## config.mk

```make
export PLATFORM = sky130hd
export DESIGN_NAME = my_nor
export DESIGN_NICKNAME = d
export VERILOG_FILES = /design/src/rtl/my_nor.sv
export SDC_FILE = /design/constraint.sdc
export NUM_CORES = 1
export LEC_CHECK = 0
export BUFFER_PORTS_ARGS = -buffer_cell sky130_fd_sc_hd__buf_2
export CORE_ASPECT_RATIO = 0.75
export CORE_UTILIZATION = 55
export CTS_CLUSTER_SIZE = 30
export DETAILED_ROUTE_END_ITERATION = 6
export GPL_ROUTABILITY_DRIVEN = 0
export PLACE_DENSITY = 0.8
export SYNTH_ARGS = -nofsm -noshare
export SYNTH_HDL_FRONTEND = slang
export SYNTH_SLANG_ARGS = --single-unit
```

## constraint.sdc

```tcl
create_clock -name clk -period 2.6 [get_ports clk]
set_clock_uncertainty 0.2 [all_clocks]
set_input_delay 0.52 -clock clk [delete_from_list [all_inputs] [get_ports clk]]
set_output_delay 0.52 -clock clk [all_outputs]
set_load 0.02 [all_outputs]
```

## src/rtl/my_nor.sv

```systemverilog
// my_nor: combinational NOR with a registered copy, edge pulses and saturating
// high-time and toggle counters with a sticky saturation flag.
module my_nor #(
  parameter int CNT_W = 16
) (
  input  logic             clk,
  input  logic             rst,
  input  logic             in1,
  input  logic             in2,
  output logic             out,
  output logic             out_q,
  output logic             out_rise,
  output logic             out_fall,
  output logic [CNT_W-1:0] high_cnt,
  output logic [CNT_W-1:0] toggle_cnt,
  output logic             cnt_sat
);
  localparam logic [CNT_W-1:0] CNT_MAX = '1;
  logic             prev_q, prev_d;
  logic             rise_q, rise_d;
  logic             fall_q, fall_d;
  logic [CNT_W-1:0] high_q, high_d;
  logic [CNT_W-1:0] tog_q, tog_d;
  logic             sat_q, sat_d;
  assign out = ~(in1 | in2);
  always_comb begin
    prev_d = out;
    rise_d = out & ~prev_q;
    fall_d = ~out & prev_q;
    high_d = (out && high_q != CNT_MAX) ? high_q + 1'b1 : high_q;
    tog_d  = ((out != prev_q) && tog_q != CNT_MAX) ? tog_q + 1'b1 : tog_q;
    sat_d  = sat_q | (high_d == CNT_MAX) | (tog_d == CNT_MAX);
  end
  // Reset leaves prev at the NOR of 00 so a first sampled 1 makes no pulse.
  always_ff @(posedge clk) begin
    if (rst) begin
      prev_q <= 1'b1;
      rise_q <= 1'b0;
      fall_q <= 1'b0;
      high_q <= '0;
      tog_q  <= '0;
      sat_q  <= 1'b0;
    end else begin
      prev_q <= prev_d;
      rise_q <= rise_d;
      fall_q <= fall_d;
      high_q <= high_d;
      tog_q  <= tog_d;
      sat_q  <= sat_d;
    end
  end
  assign out_q      = prev_q;
  assign out_rise   = rise_q;
  assign out_fall   = fall_q;
  assign high_cnt   = high_q;
  assign toggle_cnt = tog_q;
  assign cnt_sat    = sat_q;
endmodule

```

**Yosys cells after proc, flatten, opt, wreduce, memory -nomap -nowiden**

Index checks and enable logic that the tools add are counted.

- Output and inout port bits: 37
- Logic and storage cells: 24
- Bits in registers: 36
- Bits of input ports: 4

- Equal/unequal tests: 5
- Bitwise logic cells: 7
- Reduce and logical (&&, ||, !) cells: 2
- Multiplexer cells: 2
- $add $sub $neg: 2

Operator list:

| kind | number |
|---|---|
| $add 16x1->16 const B | 2 |
| $eq 16x16->1 const B | 2 |
| $mux 16 | 2 |
| $ne 16x16->1 const B | 2 |
| $or 1x1->1 | 3 |
| $and 1x1->1 | 2 |
| $logic_and 1x1->1 | 2 |
| $not 1->1 | 2 |
| $ne 1x1->1 | 1 |

**Logic depth before layout (Yosys ltp)**

Gate-level depths: netlist of the first run.

- Word-level depth: 7
- Gate-level depth with buffers: 10

**Worst setup path after synthesis of the first run**

OpenSTA, ideal clock, no wires.

- Kind: reg-to-reg
- Start point: reg high_q[0] (netlist: high_cnt[0])
- End point: reg sat_q (netlist: cnt_sat)
- Setup slack: 0.158 ns
- Cell stages (with the launch flop): 10
- Arrival: 2.180 ns
- Path buffers: 1
- Setup time: 0.062 ns
- Period minus slack after synthesis: 2.442 ns
- Path through: dfxtp_1 > ha_1 > clkbuf_8 > nand3_1 > o41ai_2 > nor3_1 > xnor2_1 > nor4_1 > nand4_1 > nand3_1

- Word-level cells in the longest chain between the ends: 6
- Elaborated cells on any way between the ends: 7
- Those cells by class: 1 x add/sub; 2 x eq/ne; 1 x mux; 2 x bitwise; 1 x reduce/logical

Ends and longest elaborated chain:

| what | line | source |
|---|---|---|
| from (decl) | 22 | `logic [CNT_W-1:0] high_q, high_d;` |
| from (signal assigned) | 47 | `high_q <= high_d;` |
| parallel branches: the longest is 2 deep, another holds $add 16x1->16 | n/a |  |
| $mux 16 * | 30 | `high_d = (out && high_q != CNT_MAX) ? high_q + 1'b1 : high_q;` |
| $eq 16x16->1 * | 32 | `sat_d = sat_q \| (high_d == CNT_MAX) \| (tog_d == CNT_MAX);` |
| $or 1x1->1 * (2 in a row) | 32 |  |
| to (signal assigned) | 49 | `sat_q <= sat_d;` |
| to (decl) | 24 | `logic sat_q, sat_d;` |

Every way passes the cells marked *.
A chain may end at the register's enable or synchronous reset.

**Final worst setup path of the first run**

- Start point: reg high_q[1] (netlist: high_cnt[1])
- End point: reg sat_q (netlist: cnt_sat)

The elaborated chain is that of the path after synthesis.

==> results.txt, run 1 <==
crit start category = flip-flop
gr ovfl total = 0
reg-to-reg setup timing slack = 0.10 ns
ys async rst share = 0%
CTS tree = built
TritonCTS Buffers = 5
overall routing resource usage = 27.2%
net count after synthesis = 270
commonest non-fill, non-tap cell in the layout = buf_2
die height = 55.8 microns
number of global-route vias before repair = 1795
minimum clock period = 2.50 ns
largest net degree at the start of global routing = 30
Max clock buf depth = 2
FMAX = 0.400 GHz
Max H-tree Level = 2
Starting Density = 57.6%
Antenna Cells = 0
Skew-Pair Late Insertion Delay = 0.29 ns
Worst IR Drop VDD = 0.000387 V
FF-to-FF path depth = 8
antenna violations before repair = 0
DR WL/cell = 14.7 microns
Min Hold Slack = 0.285 ns
clock-pin slew on the worst setup and hold paths = 0.07 ns
post-synthesis cell type count = 55
crit path capture type = flip-flop
Util after Layout = 68.7%
Final Hold Viols = 0
Hold Path Class = reg2reg
fill count = 291
Cells after Synth = 262
final wirelength = 5290 microns
Via Count = 2119
HPWL after DPL = 3770 microns
Yosys Warn Count = 0
synthesized area = 0.00212 sq mm
critical path data required time = 2.63 ns
root buffer cell = clkbuf_8
status = finished, final reports clean
leakage = 0.982 nW
die area = 0.00411 sq mm
dpl cells = 353
Core Rows = 19
fin crit share = 96.1%
Slew @ Worst Pin = 0.543 ns
# nets final = 316
Final setup viols = 0
Vias per Instance = 5.87
dominant synthesized flop cell = dfxtp_1
Critical Path Start = high_cnt[1]$_SDFF_PP0_
Worst R2R Start = high_cnt[1]$_SDFF_PP0_
Synth Register Bits = 36
drt first-iter violations = 320
critical path arrival = 2.53 ns
core area = 0.00368 sq mm
I/O pin total = 41
Max FO, Critical Path = 5
top-area cell type share of the netlist area = 34.0%
Worst Setup EP = cnt_sat$_SDFF_PP0_
Final Max Slew Viols = 0
max-cap violations = 0
setup bufs post-CTS = 0
PwrDens = 438 mW/mm^2
fraction of layout instances using a drive strength above 1 = 25.2%
drt drc = 0
most frequent cells in the layout = buf_2 (40), nor2_1 (38), dfxtp_1 (36), nand2_1 (27), buf_4 (16)
Synth area leaders = dfxtp_1 (34%), nor2_1 (6.7%), xor2_1 (5.4%), nand2_1 (4.8%), nand4_1 (4.4%)
PortBufs = 40
Post-synth EDFFs = 0
ANT nets after route = 0
top cell type by total area after synthesis = dfxtp_1
crit path kind = reg2reg
sequential element share of the synthesized area = 34.0%
fin cells = 361
Slew HR = 63.8%
DIE WIDTH = 73.7 microns
Mean Syn Cell Area = 8.10 sq um
CTS sink count = 36
first-pass GRT wire length = 8540 microns
Syn-to-layout area delta = 19.3%
Worst R2R End = cnt_sat$_SDFF_PP0_
First-pass DRT Iterations = 5
==> final cells by class <==
| type | instances | area, sq um | share of cell area (%) |
|---|---|---|---|
| multi-input cells | 204 | 1320 | 52.0 |
| flip-flops and latches | 36 | 721 | 28.5 |
| repair buffers | 56 | 320 | 12.6 |
| clock buffers | 8 | 90.1 | 3.56 |
| well taps | 52 | 65.1 | 2.57 |
| inverters | 5 | 18.8 | 0.741 |
==> cell usage after synthesis (3+ instances only) <==
cell type and instances:
buf_2 6, nor3_1 10, a31oi_1 3, nand3_1 14, o21ai_0 8, inv_1 5
nand4b_1 3, nor4_1 3, nand2_1 27, clkbuf_1 7, a21oi_1 5, nor2_1 38
nand2b_1 3, xor2_1 13, dfxtp_1 36, and2_1 4, ha_1 4, xnor2_1 10
nand3b_1 3, nor4b_1 4, nand4_1 15
==> power breakdown <==
| part | leakage (nW) | internal (mW) | switching, mW | total [mW] |
|---|---|---|---|---|
| logic | 0.645 | 0.0488 | 0.0777 | 0.126 |
| clock network | 0.0455 | 0.216 | 0.196 | 0.412 |
| registers | 0.291 | 0.561 | 0.00938 | 0.571 |
| total | 0.982 | 0.826 | 0.283 | 1.11 |
==> layer usage <==
| layer | track usage (%) | vias up | part of all wire (%) |
|---|---|---|---|
| li1 | - | 1023 | - |
| met1 | 42.3 | 987 | 48 |
| met2 | 35.6 | 104 | 42 |
| met3 | 8.15 | 5 | 9.0 |
| met4 | 7.97 | 0 | 0.77 |
| met5 | 0 | - | 0 |
==> state kept, by name, indices dropped and copies added (netlist names) <==
signal	count
high_cnt	16
toggle_cnt	16
cnt_sat	1
out_fall	1
out_q	1
out_rise	1
==> critical path, cell delays in order, from the launching register on <==
cell     delay [ns]
dfxtp_1        0.40
ha_1           0.25
nand3_1        0.23
nor4b_1        0.49
nand4_1        0.16
xor2_1         0.20
nor4_1         0.29
nand4_1        0.13
nand3_1        0.10
==> cell families after synthesis <==
| family | Yosys count | share of synthesized area, % |
|---|---|---|
| buffers and inverters | 22 | 5.31 |
| muxes | 2 | 1.00 |
| AOI/OAI and AO/OA | 30 | 10.1 |
| DFF | 36 | 34.0 |
| xor gates and xnor gates | 23 | 9.49 |
| adders and majority gates | 4 | 2.36 |
| and+or+nand+nor | 145 | 37.7 |
==> through the flow <==
stage / setup slack [ns] / cell area [sq um] / TNS (ns) / power, mW
global placement: 0.0342 / 2410 / 0 / 0.702
CTS: 0.0787 / 2500 / 0 / 1.11
finish: 0.103 / 2530 / 0 / 1.11
global route: -0.0122 / 2530 / -0.0122 / 1.16
floorplan: 0.158 / 2120 / 0 / 0.663
detailed placement: 0.0173 / 2410 / 0 / 0.704
==> worst min path at each step <==
stage	startpoint	endpoint	slack, ns	cells after the start
2_1_floorplan	cnt_sat$_SDFF_PP0_	cnt_sat$_SDFF_PP0_	0.35	2
3_3_place_gp	cnt_sat$_SDFF_PP0_	cnt_sat$_SDFF_PP0_	0.25	2
3_5_place_dp	cnt_sat$_SDFF_PP0_	cnt_sat$_SDFF_PP0_	0.26	2
4_1_cts	cnt_sat$_SDFF_PP0_	cnt_sat$_SDFF_PP0_	0.28	2
5_1_grt	in1	out_q$_SDFF_PP1_	0.31	3
6_report	cnt_sat$_SDFF_PP0_	cnt_sat$_SDFF_PP0_	0.29	2
==> repair_timing <==
item | CTS | global route
hold buffers | 0 | 0
resized for setup | 0 | 4
setup endpoints to repair | 0 | 1
(Power assumes the default switching activity.)
==> run 2, diff against run 1 <==
--- a/config.mk
+++ b/config.mk
@@ -5,13 +5,14 @@
 export SDC_FILE = /design/constraint.sdc
 export NUM_CORES = 1
 export LEC_CHECK = 0
+export ABC_AREA = 1
 export BUFFER_PORTS_ARGS = -buffer_cell sky130_fd_sc_hd__buf_2
 export CORE_ASPECT_RATIO = 0.75
-export CORE_UTILIZATION = 55
+export CORE_UTILIZATION = 56
 export CTS_CLUSTER_SIZE = 30
 export DETAILED_ROUTE_END_ITERATION = 6
 export GPL_ROUTABILITY_DRIVEN = 0
-export PLACE_DENSITY = 0.8
+export PLACE_DENSITY = 0.81
 export SYNTH_ARGS = -nofsm -noshare
 export SYNTH_HDL_FRONTEND = slang
 export SYNTH_SLANG_ARGS = --single-unit
==> results.txt, run 2 <==
status = finished, final reports clean
fraction of layout instances using a drive strength above 1 = 16.0% (-9.3 points)
fill count = 373 (+28%)
final wirelength = 6020 microns (+14%)
crit start category = flip-flop
Final Hold Viols = 0 (unchanged)
core area = 0.00408 sq mm (+11%)
Mean Syn Cell Area = 5.79 sq um (-28%)
clock-pin slew on the worst setup and hold paths = 0.07 ns (about the same)
DR WL/cell = 11.8 microns (-20%)
TritonCTS Buffers = 5 (unchanged)
fin crit share = 88.4% (-7.6 points)
Min Hold Slack = 0.343 ns (+0.0579 ns)
sequential element share of the synthesized area = 30.1% (-3.8 points)
Final setup viols = 0 (unchanged)
Synth Register Bits = 36 (unchanged)
Slew HR = 54.7% (-9.1 points)
Slew @ Worst Pin = 0.680 ns (+0.136 ns)
Synth area leaders = dfxtp_1 (30%), nand2_1 (24%), nor2_1 (13%), inv_1 (8.2%), nand3_1 (5.2%)
I/O pin total = 41 (unchanged)
drt first-iter violations = 219 (-32%)
crit path capture type = flip-flop
CP peak stage delay = 0.41 ns (-0.08 ns)
Final Max Slew Viols = 0 (unchanged)
Core Rows = 20 (+1)
post-synthesis cell type count = 22 (-60%)
Syn-to-layout area delta = 15.1%
max-cap violations = 0 (unchanged)
Max FO, Critical Path = 11 (+6)
CP Cell Sequence = ha_1, nand2_1, nor2_1, nand2_2, o21ai_4, nand2_1, nand2_1, nand2_1, nor2_1, nand2_1, nor2_1, nor2_1, nor2_1
Worst IR Drop VDD = 0.000288 V (-26%)
cell family with most CP delay = simple AND/OR/NAND/NOR gates
net count after synthesis = 421 (+56%)
gr ovfl total = 0 (unchanged)
Vias per Instance = 5.11 (-13%)
Hold Path Class = reg2reg
first-pass GRT wire length = 9880 microns (+16%)
die height = 58.6 microns (+5.0%)
RSZ-0062 raised after global routing = false
Max clock buf depth = 2 (unchanged)
Post-synth EDFFs = 0 (unchanged)
most frequent cells in the layout = nand2_1 (155), nor2_1 (79), inv_1 (52), buf_2 (40), dfxtp_1 (36)
First-pass DRT Iterations = 5 (unchanged)
# nets final = 465 (+47%)
dpl cells = 505 (+43%)
PortBufs = 40 (unchanged)
FMAX = 0.435 GHz (+8.6%)
number of global-route vias before repair = 2149 (+20%)
M2 GR Usage = 38.1% (+2.4 points)
most frequent cell after synthesis = nand2_1
crit path kind = reg2reg
fin cells = 512 (+42%)
minimum clock period = 2.30 ns (-0.198 ns)
die area = 0.00454 sq mm (+10%)
dominant synthesized flop cell = dfxtp_1
Starting Density = 58.7% (+1.1 points)
CTS sink count = 36 (unchanged)
top cell type by total area after synthesis = dfxtp_1
largest net degree at the start of global routing = 37 (+23%)
Skew-Pair Late Insertion Delay = 0.29 ns (about the same)
Yosys Warn Count = 0 (unchanged)
Hold Buf Count CTS = 0 (unchanged)
leakage = 1.36 nW (+38%)
synthesized area = 0.00239 sq mm (+13%)
final setup TNS = 0 ns (unchanged)
Util after Layout = 67.5% (-1.2 points)
setup bufs post-CTS = 0 (unchanged)
ys async rst share = 0% (unchanged)
critical path data required time = 2.62 ns (about the same)
root buffer cell = clkbuf_8
worst path bufs/invs = 0 (unchanged)
ANT nets after route = 0 (unchanged)
HPWL after DPL = 4480 microns (+19%)
antenna violations before repair = 0 (unchanged)
overall routing resource usage = 28.2% (+0.97 points)
drt drc = 0 (unchanged)
met1 usage in global routing = 42.8% (+0.51 points)
PwrDens = 501 mW/mm^2 (+14%)
met3 Usage GRT = 6.51% (-1.6 points)
CTS tree = built
slowest stage cell, crit path = dfxtp_1
Cells after Synth = 413 (+58%)
top-area cell type share of the netlist area = 30.1% (-3.8 points)
Via Count = 2618 (+24%)
CTS resizes = 0 (unchanged)
critical path arrival = 2.32 ns (-0.21 ns)
synth cell count leaders = nand2_1 (155), nor2_1 (80), inv_1 (52)
Most Crowded Layer GR = met1
Antenna Cells = 0 (unchanged)
commonest non-fill, non-tap cell in the layout = nand2_1
DIE WIDTH = 77.5 microns (+5.1%)
Max H-tree Level = 2 (unchanged)
[run 2: cell families after synthesis]
logic type      after synthesis  synth area share, %
fa+ha+maj                     4                 2.09
flops                        36                 30.1
buf+inv                      62                 10.8
simple gates                290                 50.4
compound gates               10                 2.56
xor+xnor                     11                 4.03
[run 2: stage by stage]
stage | setup slack, ns | power (mW) | cell area [sq um]
after floorplan | 0.0861 | 0.863 | 2390
after global placement | 0.145 | 0.938 | 2650
after detailed placement | 0.116 | 0.942 | 2650
after CTS | 0.172 | 1.38 | 2740
after global routing | 0.142 | 1.45 | 2750
final | 0.301 | 1.38 | 2750
[run 2: where the power goes]
group	internal, mW	switching (mW)	total (mW)
registers	0.588	0.0469	0.635
clock network	0.236	0.206	0.442
logic	0.100	0.201	0.301
total	0.925	0.453	1.38
[run 2: path summary, 6_finish.rpt]
| kind | slack [ns] | endpoint | cells after the start | from |
|---|---|---|---|---|
| hold / removal | 0.34 | toggle_cnt[7]$_SDFF_PP0_ | 2 | toggle_cnt[7]$_SDFF_PP0_ |
| hold reg to reg | 0.34 | toggle_cnt[7]$_SDFF_PP0_ | 2 | toggle_cnt[7]$_SDFF_PP0_ |
| setup / recovery | 0.30 | cnt_sat$_SDFF_PP0_ | 13 | toggle_cnt[1]$_SDFF_PP0_ |
| setup reg to reg | 0.30 | cnt_sat$_SDFF_PP0_ | 13 | toggle_cnt[1]$_SDFF_PP0_ |
[run 2: area by class of cell]
| class | count | area [sq um] | area share, % |
|---|---|---|---|
| flip-flops and latches | 36 | 721 | 26.2 |
| multi-input cells | 315 | 1420 | 51.7 |
| repair buffers | 46 | 245 | 8.91 |
| well taps | 55 | 68.8 | 2.50 |
| inverters | 53 | 199 | 7.23 |
| clock buffers | 7 | 96.3 | 3.50 |
[run 2: layer usage]
metal | wire [microns] | up-vias | share of wire, %
li1 | - | 1351 | -
met1 | 3060 | 1139 | 51
met2 | 2280 | 119 | 38
met3 | 596 | 9 | 9.9
met4 | 85 | 0 | 1.4
met5 | 0 | - | 0
[run 2: tightest hold or removal path, delay by kind of cell, from the launching register on]
| kind | cells | cell delay, ns |
|---|---|---|
| AND/OR/NAND/NOR | 1 | 0.10 |
| flip-flops | 1 | 0.35 |
| AO/OA/AOI/OAI | 1 | 0.06 |
==> run 3, diff against run 2 <==
==> config.mk (replaced) <==
export PLATFORM = sky130hd
export DESIGN_NAME = my_nor
export DESIGN_NICKNAME = d
export VERILOG_FILES = /design/src/rtl/my_nor.sv
export SDC_FILE = /design/constraint.sdc
export NUM_CORES = 1
export LEC_CHECK = 0
export BUFFER_PORTS_ARGS = -buffer_cell sky130_fd_sc_hd__buf_2
export CORE_ASPECT_RATIO = 0.75
export CORE_UTILIZATION = 55
export CTS_CLUSTER_SIZE = 30
export DETAILED_ROUTE_END_ITERATION = 6
export GPL_ROUTABILITY_DRIVEN = 0
export MAX_ROUTING_LAYER = met4
export PLACE_DENSITY = 0.8
export SYNTH_ARGS = -nofsm -noshare
export SYNTH_HDL_FRONTEND = slang
export SYNTH_SLANG_ARGS = --single-unit
==> results.txt, run 3 (synthesis results as in run 1) <==
overall routing resource usage = 28.0% (-0.20 points)
ANT nets after route = 0 (unchanged)
status = finished, final reports clean
Hold Buf Count CTS = 0 (unchanged)
FMAX = 0.401 GHz (-7.8%)
die area = 0.00411 sq mm (-9.4%)
Worst R2R Start = high_cnt[1]$_SDFF_PP0_
CTS sink count = 36 (unchanged)
Reg area = 721 sq um (unchanged)
final wirelength = 5240 microns (-13%)
fill count = 291 (-22%)
HPWL after DPL = 3770 microns (-16%)
# nets final = 316 (-32%)
Max H-tree Level = 2 (unchanged)
commonest non-fill, non-tap cell in the layout = buf_2
CTS tree = built
Endpoint, Worst Hold = cnt_sat$_SDFF_PP0_
First-pass DRT Iterations = 5 (unchanged)
DP Area = 0.00241 sq mm (-8.8%)
Final setup viols = 0 (unchanged)
crit path capture type = flip-flop
Tot Pwr = 1.11 mW (-20%)
PortBufs = 40 (unchanged)
reg-to-reg setup timing slack = 0.11 ns (-0.19 ns)
leakage = 0.982 nW (-28%)
crit path kind = reg2reg
Final Hold Viols = 0 (unchanged)
largest net degree at the start of global routing = 30 (-19%)
Max clock buf depth = 2 (unchanged)
first-pass GRT wire length = 8550 microns (-13%)
Slew @ Worst Pin = 0.526 ns (-0.154 ns)
Vias per Instance = 5.83 (+14%)
Worst IR Drop VDD = 0.000386 V (+34%)
drt drc = 0 (unchanged)
Core Rows = 19 (-5.0%)
Slew HR = 64.9% (+10 points)
critical path data required time = 2.63 ns (about the same)
final instance area = 0.00253 sq mm (-8.0%)
I/O pin total = 41 (unchanged)
multi-input logic area = 0.00132 sq mm (-7.4%)
die height = 55.8 microns (-4.8%)
Hold Path Class = reg2reg
Syn-to-layout area delta = 19.3%
Hold Path Depth = 2 (unchanged)
most frequent cells in the layout = buf_2 (40), nor2_1 (38), dfxtp_1 (36), nand2_1 (27), buf_4 (16)
Max FO, Critical Path = 5 (-6)
drt first-iter violations = 298 (+36%)
DIE WIDTH = 73.7 microns (-4.8%)
Starting Density = 57.6% (-1.1 points)
crit start category = flip-flop
dpl cells = 353 (-30%)
number of global-route vias before repair = 1794 (-17%)
Via Count = 2106 (-20%)
TritonCTS Buffers = 5 (unchanged)
Skew-Pair Late Insertion Delay = 0.29 ns (about the same)
critical path arrival = 2.52 ns (+0.20 ns)
FF-to-FF path depth = 8 (-5)
minimum clock period = 2.49 ns (+0.195 ns)
max-cap violations = 0 (unchanged)
fin crit share = 95.9% (+7.5 points)
fin cells = 361 (-29%)
gr ovfl total = 0 (unchanged)
DR WL/cell = 14.5 microns (+23%)
antenna violations before repair = 0 (unchanged)
PwrDens = 438 mW/mm^2 (-13%)
clock-pin slew on the worst setup and hold paths = 0.07 ns (about the same)
Worst R2R End = cnt_sat$_SDFF_PP0_
Antenna Cells = 0 (unchanged)
Final Max Slew Viols = 0 (unchanged)
root buffer cell = clkbuf_8
core area = 0.00368 sq mm (-9.7%)
Hold Startpoint = cnt_sat$_SDFF_PP0_
fraction of layout instances using a drive strength above 1 = 25.2% (+9.3 points)
## run 3: cell types whose count changed in the layout (fill, tap and decap cells not counted), sizes merged, moves of 5 or more
cell   delta
nor2     -50
buf      +10
xnor2     +8
nand3    -11
nand4     +6
nor4b     +6
inv      -48
nand2   -133
o21ai     +5
nor3     +11
## run 3: repair_timing
item | in CTS | in global routing
buffers inserted | 0 | 0
gates resized for setup | 0 | 4
endpoints found under the setup margin | 0 | 1
## run 3: critical path: stages (launching register included)
cell and delay [ns]:
dfxtp_1 0.40, ha_1 0.25, nand3_1 0.23, nor4b_1 0.49
nand4_1 0.16, xor2_1 0.20, nor4_1 0.28, nand4_1 0.13
nand3_1 0.10
## run 3: stage by stage
step / setup slack, ns / util, % / hold WS (ns) / TNS [ns]
after global routing: -0.0122 / 68.7 / 0.305 / -0.0122
after global placement: 0.0342 / 65.5 / 0.248 / 0
after CTS: 0.0787 / 67.9 / 0.278 / 0
final: 0.106 / 68.7 / 0.289 / 0
after floorplan: 0.158 / - / 0.348 / 0
after detailed placement: 0.0173 / 65.5 / 0.257 / 0
## run 3: power by group
| part | leakage (nW) | internal, mW | switching (mW) |
|---|---|---|---|
| sequential | 0.291 | 0.561 | 0.00944 |
| clock | 0.0455 | 0.216 | 0.195 |
| combinational | 0.645 | 0.0490 | 0.0778 |
| total | 0.982 | 0.826 | 0.282 |
## run 3: routing by layer
layer  track usage (%)  part of all wire (%)  vias up
li1                  -                     -     1025
met1              42.3                    48      968
met2              35.6                    42      108
met3              8.15                   9.5        5
met4              7.97                  0.73        0
met5                 -                     0        -
## run 3: final cells by class
class	instances	area share [%]
Clock buffer	8	3.56
Multi-Input combinational cell	204	52.0
Timing Repair Buffer	56	12.6
Tap cell	52	2.57
Sequential cell	36	28.5
Inverter	5	0.741
## run 3: worst max path at each step
stage / to / cells after the start / startpoint
floorplan: cnt_sat$_SDFF_PP0_ / 9 / high_cnt[0]$_SDFF_PP0_
global placement: cnt_sat$_SDFF_PP0_ / 10 / in2
detailed placement: cnt_sat$_SDFF_PP0_ / 10 / in2
CTS: cnt_sat$_SDFF_PP0_ / 8 / high_cnt[1]$_SDFF_PP0_
global route: cnt_sat$_SDFF_PP0_ / 8 / high_cnt[1]$_SDFF_PP0_
finish: cnt_sat$_SDFF_PP0_ / 8 / high_cnt[1]$_SDFF_PP0_
